<file path="src/rtl/restoring_divider.sv">
// Multi-cycle unsigned restoring divider: one quotient bit per cycle.
// Ports: clk, reset, start, dividend, divisor -> quotient, remainder, busy, done, div_by_zero.
module restoring_divider #(
  parameter int WIDTH = 16
) (
  input  logic             clk,
  input  logic             reset,
  input  logic             start,
  input  logic [WIDTH-1:0] dividend,
  input  logic [WIDTH-1:0] divisor,
  output logic [WIDTH-1:0] quotient,
  output logic [WIDTH-1:0] remainder,
  output logic             busy,
  output logic             done,
  output logic             div_by_zero
);

  localparam int CW = $clog2(WIDTH + 1);

  typedef enum logic [1:0] {
    IDLE,
    CALC,
    DONE
  } state_t;

  state_t state_q, state_d;

  // The partial remainder is always below the divisor between steps,
  // so WIDTH bits hold it; only the trial difference needs WIDTH+1.
  logic [WIDTH-1:0] r_q, r_d;
  logic [WIDTH-1:0] qw_q, qw_d;
  logic [WIDTH-1:0] d_q, d_d;
  logic [CW-1:0]    cnt_q, cnt_d;

  logic [WIDTH-1:0] quo_d, rem_d;
  logic             dz_d;

  logic [WIDTH:0]   r_sh;
  logic [WIDTH-1:0] q_sh;
  logic [WIDTH:0]   trial;

  assign r_sh  = {r_q, qw_q[WIDTH-1]};
  assign q_sh  = {qw_q[WIDTH-2:0], 1'b0};
  assign trial = r_sh - {1'b0, d_q};

  always_ff @(posedge clk or posedge reset) begin
    if (reset) begin
      state_q     <= IDLE;
      r_q         <= '0;
      qw_q        <= '0;
      d_q         <= '0;
      cnt_q       <= '0;
      quotient    <= '0;
      remainder   <= '0;
      div_by_zero <= 1'b0;
    end else begin
      state_q     <= state_d;
      r_q         <= r_d;
      qw_q        <= qw_d;
      d_q         <= d_d;
      cnt_q       <= cnt_d;
      quotient    <= quo_d;
      remainder   <= rem_d;
      div_by_zero <= dz_d;
    end
  end

  always_comb begin
    state_d = state_q;
    r_d     = r_q;
    qw_d    = qw_q;
    d_d     = d_q;
    cnt_d   = cnt_q;
    quo_d   = quotient;
    rem_d   = remainder;
    dz_d    = div_by_zero;
    unique case (state_q)
      IDLE, DONE: begin
        state_d = IDLE;
        if (start) begin
          if (divisor == '0) begin
            state_d = DONE;
            quo_d   = '1;
            rem_d   = dividend;
            dz_d    = 1'b1;
          end else begin
            state_d = CALC;
            r_d     = '0;
            qw_d    = dividend;
            d_d     = divisor;
            cnt_d   = CW'(WIDTH);
          end
        end
      end
      CALC: begin
        if (!trial[WIDTH]) begin
          r_d  = trial[WIDTH-1:0];
          qw_d = q_sh | WIDTH'(1);
        end else begin
          r_d  = r_sh[WIDTH-1:0];
          qw_d = q_sh;
        end
        cnt_d = cnt_q - CW'(1);
        // Final bit resolved this cycle: publish straight from next values.
        if (cnt_q == CW'(1)) begin
          state_d = DONE;
          quo_d   = qw_d;
          rem_d   = r_d;
          dz_d    = 1'b0;
        end
      end
      default: state_d = IDLE;
    endcase
  end

  assign busy = (state_q == CALC);
  assign done = (state_q == DONE);

endmodule

</file>
<file path="config.mk">
export PLATFORM = sky130hd
export DESIGN_NAME = restoring_divider
export DESIGN_NICKNAME = d
export VERILOG_FILES = /design/src/rtl/restoring_divider.sv
export SDC_FILE = /design/constraint.sdc
export NUM_CORES = 1
export LEC_CHECK = 0
export CAP_MARGIN = 15
export CORE_MARGIN = 4
export CORE_UTILIZATION = 43
export DETAILED_ROUTE_END_ITERATION = 8
export GPL_TIMING_DRIVEN = 1
export PLACE_DENSITY_LB_ADDON = 0.3
export SETUP_SLACK_MARGIN = 0.3
export SYNTH_ARGS = -nofsm -noshare
export SYNTH_HDL_FRONTEND = slang
export SYNTH_SLANG_ARGS = --single-unit
export TNS_END_PERCENT = 50
</file>
<file path="constraint.sdc">
create_clock -name clk -period 3.51 [get_ports clk]
set_input_delay 0.702 -clock clk [delete_from_list [all_inputs] [get_ports clk]]
set_output_delay 0.702 -clock clk [all_outputs]
set_load 0.01 [all_outputs]
</file>
======== Word level (Yosys, flattened, before mapping) ========
Cells that the tools add are included.
word-level totals
  bits in registers ....................... 88
  bits of input ports ..................... 35
  output and inout port bits .............. 35
cells by class
  equal/unequal tests ..................... 7
  $add $sub $neg .......................... 2
  muxes and demuxes ....................... 27
  reduce and logical (&&, ||, !) cells .... 7
  bitwise operators ....................... 1
operator list
  operator               number
  $mux W16               11
  $pmux W16 S2           4
  $sub A17 B16 Y17       1
  $logic_not A16 Y1      1
  $mux W5                2
  $pmux W5 S2            1
  $mux W2                3
  $ne A2 B2 Y1 const B   3
  $reduce_and A3 Y1      2
  $eq A5 B1 Y1 const B   1
  $sub A5 B1 Y5 const B  1
  $mux W1                4
  $pmux W2 S2            1
  $reduce_and A4 Y1      1
  $eq A2 B1 Y1 const B   1
  $eq A2 B2 Y1 const B   1
  $logic_not A2 Y1       1
  $ne A2 B1 Y1 const B   1
  $pmux W1 S2            1
  $reduce_bool A2 Y1     1
  $reduce_or A2 Y1       1
  $not A1 Y1             1

======== Logic depth before layout (Yosys ltp) ========
  word-level depth ........................ 4
  depth in mapped cells ................... 12

======== Worst setup path before layout ========
OpenSTA, ideal clock, no wires.
  kind .................................... reg-to-reg
  start ................................... register qw_q[15]
  end ..................................... register remainder[3]
  library setup time ...................... 0.130 ns
  path slack .............................. 0.840 ns
  period minus slack after synthesis ...... 2.670 ns
  arrival ................................. 2.540 ns
  stages on the path, launching flop included .. 13
  cells stage by stage .................... dfrtp_1 inv_1 ha_1 inv_1 fa_1 a211oi_1 o211a_1 a211oi_4 or3_4 and3_2 buf_2 a22oi_1 a21oi_1
on the way
  cells in the longest elaborated chain, start to end .. 4
ends and longest elaborated chain
  what                    line  RTL
  from (decl)             31    logic [WIDTH-1:0] qw_q, qw_d;
  from (signal assigned)  59    qw_q <= qw_d;
  $sub A17 B16 Y17        44    assign trial = r_sh - {1'b0, d_q};
  $mux W16                96    if (!trial[WIDTH]) begin
  $mux W16                105   if (cnt_q == CW'(1)) begin
  $pmux W16 S2            77    unique case (state_q)
  to (signal assigned)    63    remainder <= rem_d;
  to (decl)               12    output logic [WIDTH-1:0] remainder,
Every way passes these cells. The select of a mux whose other input is x is not followed.
A chain may end at the register's enable or synchronous reset.

======== Final worst setup path ========
  start ................................... register qw_q[15]
  end ..................................... register remainder[2]
The elaborated chain is that of the path after synthesis.

==> out/qor.txt <==
run status - finished clean
met2 wire length - 5570 µm
Chip Width - 113 µm
final setup fails - 0
category of the worst setup path capture point - flip-flop
GPL Wtd Cong - 0.939
largest fanout on the critical path - 9
buffer depth of the longest clock path - 2
flip-flop and latch count after synthesis - 88
count of maximum capacitance violations - 0
final critical-path share of the clock period - 84.2%
dominant register cell in the synthesized netlist - dfrtp_1
area delta synth->final - 21.7%
per-instance average area after synthesis - 9.20 µm²
maximum number of pins on one net before global-route repair - 70
proportion of netlist area held by the largest area contributor - 46.5%
standard-cell row count - 38
Post-CTS Setup Repair Bufs - 0
WL met1 - 5470 µm
post-synthesis instance area - 0.00474 mm²
antenna violations before repair - 0
cell family with most CP delay - compound AO/OA/AOI/OAI gates
RSZ-0062 raised after global routing - false
P_sw - 3.03 mW
top layer used by detailed routing - met4
Worst Max-Slew Pin Slew - 0.686 ns
Static Leak - 2.54 nW
count of distinct cell types in the synthesized netlist - 64
buffers plus inverters on the worst setup path - 2
slowest cell on the critical path - fa_1
detailed placement HPWL - 9060 µm
placed cell count - 706
Routed wire per std cell - 16.6 µm
initial standard-cell utilization of the core - 43.9%
min cycle time layout - 2.96 ns
count of routing violations after the opening detailed-route iteration - 273
fraction of power consumed by sequential logic - 28.1%
Pins Over Slew Limit - 0
clock transition at the register clock pins on the worst setup and hold paths after CTS - 0.09 ns
share of cells above drive strength 1 - 10.1%
TritonCTS sink count - 88
smallest setup slack after layout - 0.553 ns
Ant. Diodes - 0
final core occ - 53.4%
vertical extent of the die - 113 µm
cell internal power dissipation - 3.70 mW
CTS H-Tree Depth - 3
FFs w/ async S/R, synth - 100%
Met3 Routed Length - 754 µm
Setup Total Neg Slack - 0 ns
Num CTS Buffers - 9
number of nets in the finished design - 631
area leader, netlist - dfrtp_1
delay contributed by the slowest stage of the critical path - 0.41 ns
number of synthesized flops with an enable pin - 0
pre-CTS setup slack - 0.314 ns
synth top area cells - dfrtp_1, nand2_1, ha_1
Routed Antenna Nets - 0
global routing usage summed across all routing layers - 19.4%
Data arrival, critical path - 3.20 ns
Achievable Freq - 0.338 GHz
post-synth net total - 569
hold bufs inserted after CTS - 0
via density per instance - 5.53
first-pass detailed-route iteration total - 7
Yosys Warn Count - 0
most used standard cell by instance count after synthesis - dfrtp_1
Req. time, crit path - 3.75 ns
non-filler instance count after layout - 722
share of total power in the clock network - 12.3%
CP Class - reg2reg
remaining global-route overflow - 0
ports placed on the boundary - 70
critical path, cell by cell - inv_1, ha_1, inv_1, fa_1, a211oi_1, o211a_1, a211oi_4, or3_4, nand2_2, nor3_1, o32a_1
cell area power density - 1170 mW/mm²
combinational cell fraction of total power - 59.6%
synth cell count leaders - dfrtp_1, nand2_1, nor2_1
CP most frequent cell - inv_1
area inside the core boundary - 0.0108 mm²
count of instances resized after the clock tree is built - 0
total via count after detailed routing - 3990
worst IR drop on VDD - 0.421 mV
fraction of power spent switching nets - 45.0%
clock network latency to the later pin of the worst-skew pair - 0.37 ns
Post-Route WL - 12000 µm
number of standard cells after synthesis - 515
Setup crit start kind - flip-flop
post-synthesis sequential area ratio - 46.5%
hold crit path type - reg2reg
Die Footprint - 0.0128 mm²
relative slew slack - 53.6%
number of buffers added on ports - 69
drt drc - 0
CTS tree - yes
placed instance area - 0.00553 mm²
via count of the first global-routing pass - 3885
endpoints failing hold - 0
global-route wire length before repair - 19900 µm
post-route cell area - 0.00577 mm²
final setup skew - 0.0104 ns
clock root cell - clkbuf_8
## layout make-up
cell class                      instances  area, µm²
Sequential cell                        88       2200
Timing Repair Buffer                   77        763
Clock buffer                           10        138
Tap cell                              140        175
Clock inverter                          6        100
Inverter                               24       91.3
Multi-Input combinational cell        377       2300
Fill cell                            1022       5030
## registers in the layout (all words and copies together) (netlist names)
register and flops:
remainder 16, state_q 2, cnt_q 5, qw_q 16, d_q 16, r_q 16
div_by_zero 1, quotient 16
## routing by layer
metal / global-route usage, % / up-vias
met3: 4.33 / 19
met2: 30.8 / 137
met4: 4.25 / 0
met1: 27.3 / 1912
li1: - / 1922
met5: 0 / -
## worst reg2reg max path, stage by stage (launching register included)
cell	delay [ns]
dfrtp_1	0.37
inv_1	0.09
ha_1	0.17
inv_1	0.05
fa_1	0.41
a211oi_1	0.30
o211a_1	0.27
a211oi_4	0.06
or3_4	0.39
nand2_2	0.23
nor3_1	0.12
o32a_1	0.39
## stage by stage
step                      hold slack (ns)  power (mW)
after floorplan                     0.446        4.73
after global placement              0.458        5.82
after detailed placement            0.466        5.90
after CTS                           0.489        6.74
after global routing                0.509        7.30
final                               0.478        6.72
## cells by family (layout without fill, tap and decap cells)
logic type | count (synthesis) | count (layout) | synth area share, %
XOR/XNOR | 13 | 13 | 2.40
buffers and inverters | 50 | 117 | 5.15
AO/OA/AOI/OAI | 127 | 127 | 17.1
multiplexers | 19 | 19 | 4.44
AND/OR/NAND/NOR | 199 | 199 | 19.3
adder cells (fa/ha/maj) | 19 | 19 | 5.18
flip-flops | 88 | 88 | 46.5
## final timing paths
check	from	endpoint	slack, ns	cells after the start
min in group asynchronous	reset	div_by_zero	0.69	2
max in group asynchronous	reset	qw_q[3]	2.13	3
setup reg to reg	qw_q[15]	remainder[2]	0.55	11
hold / removal	quotient[14]	quotient[14]	0.48	2
hold reg to reg	quotient[14]	quotient[14]	0.48	2
setup / recovery	qw_q[15]	remainder[2]	0.55	11
## power by group through the flow
stage	Combinational, mW	Clock [mW]	Sequential, mW
after floorplan	2.85	0	1.88
after global placement	3.92	0	1.89
after detailed placement	4.00	0	1.91
after CTS	4.01	0.845	1.89
after global routing	4.46	0.886	1.95
final	4.01	0.826	1.89
## cell usage in the layout (no fill, tap or decap), types with 12 or more instances in the layout
cell type        instances
dfrtp_1                 88
nand2_1                 76
clkdlybuf4s50_1         69
nor2_1                  59
o21ai_0                 40
a21oi_1                 33
inv_1                   21
nand3_1                 18
ha_1                    18
mux2_2                  12
Power figures use the tool's default switching activity.
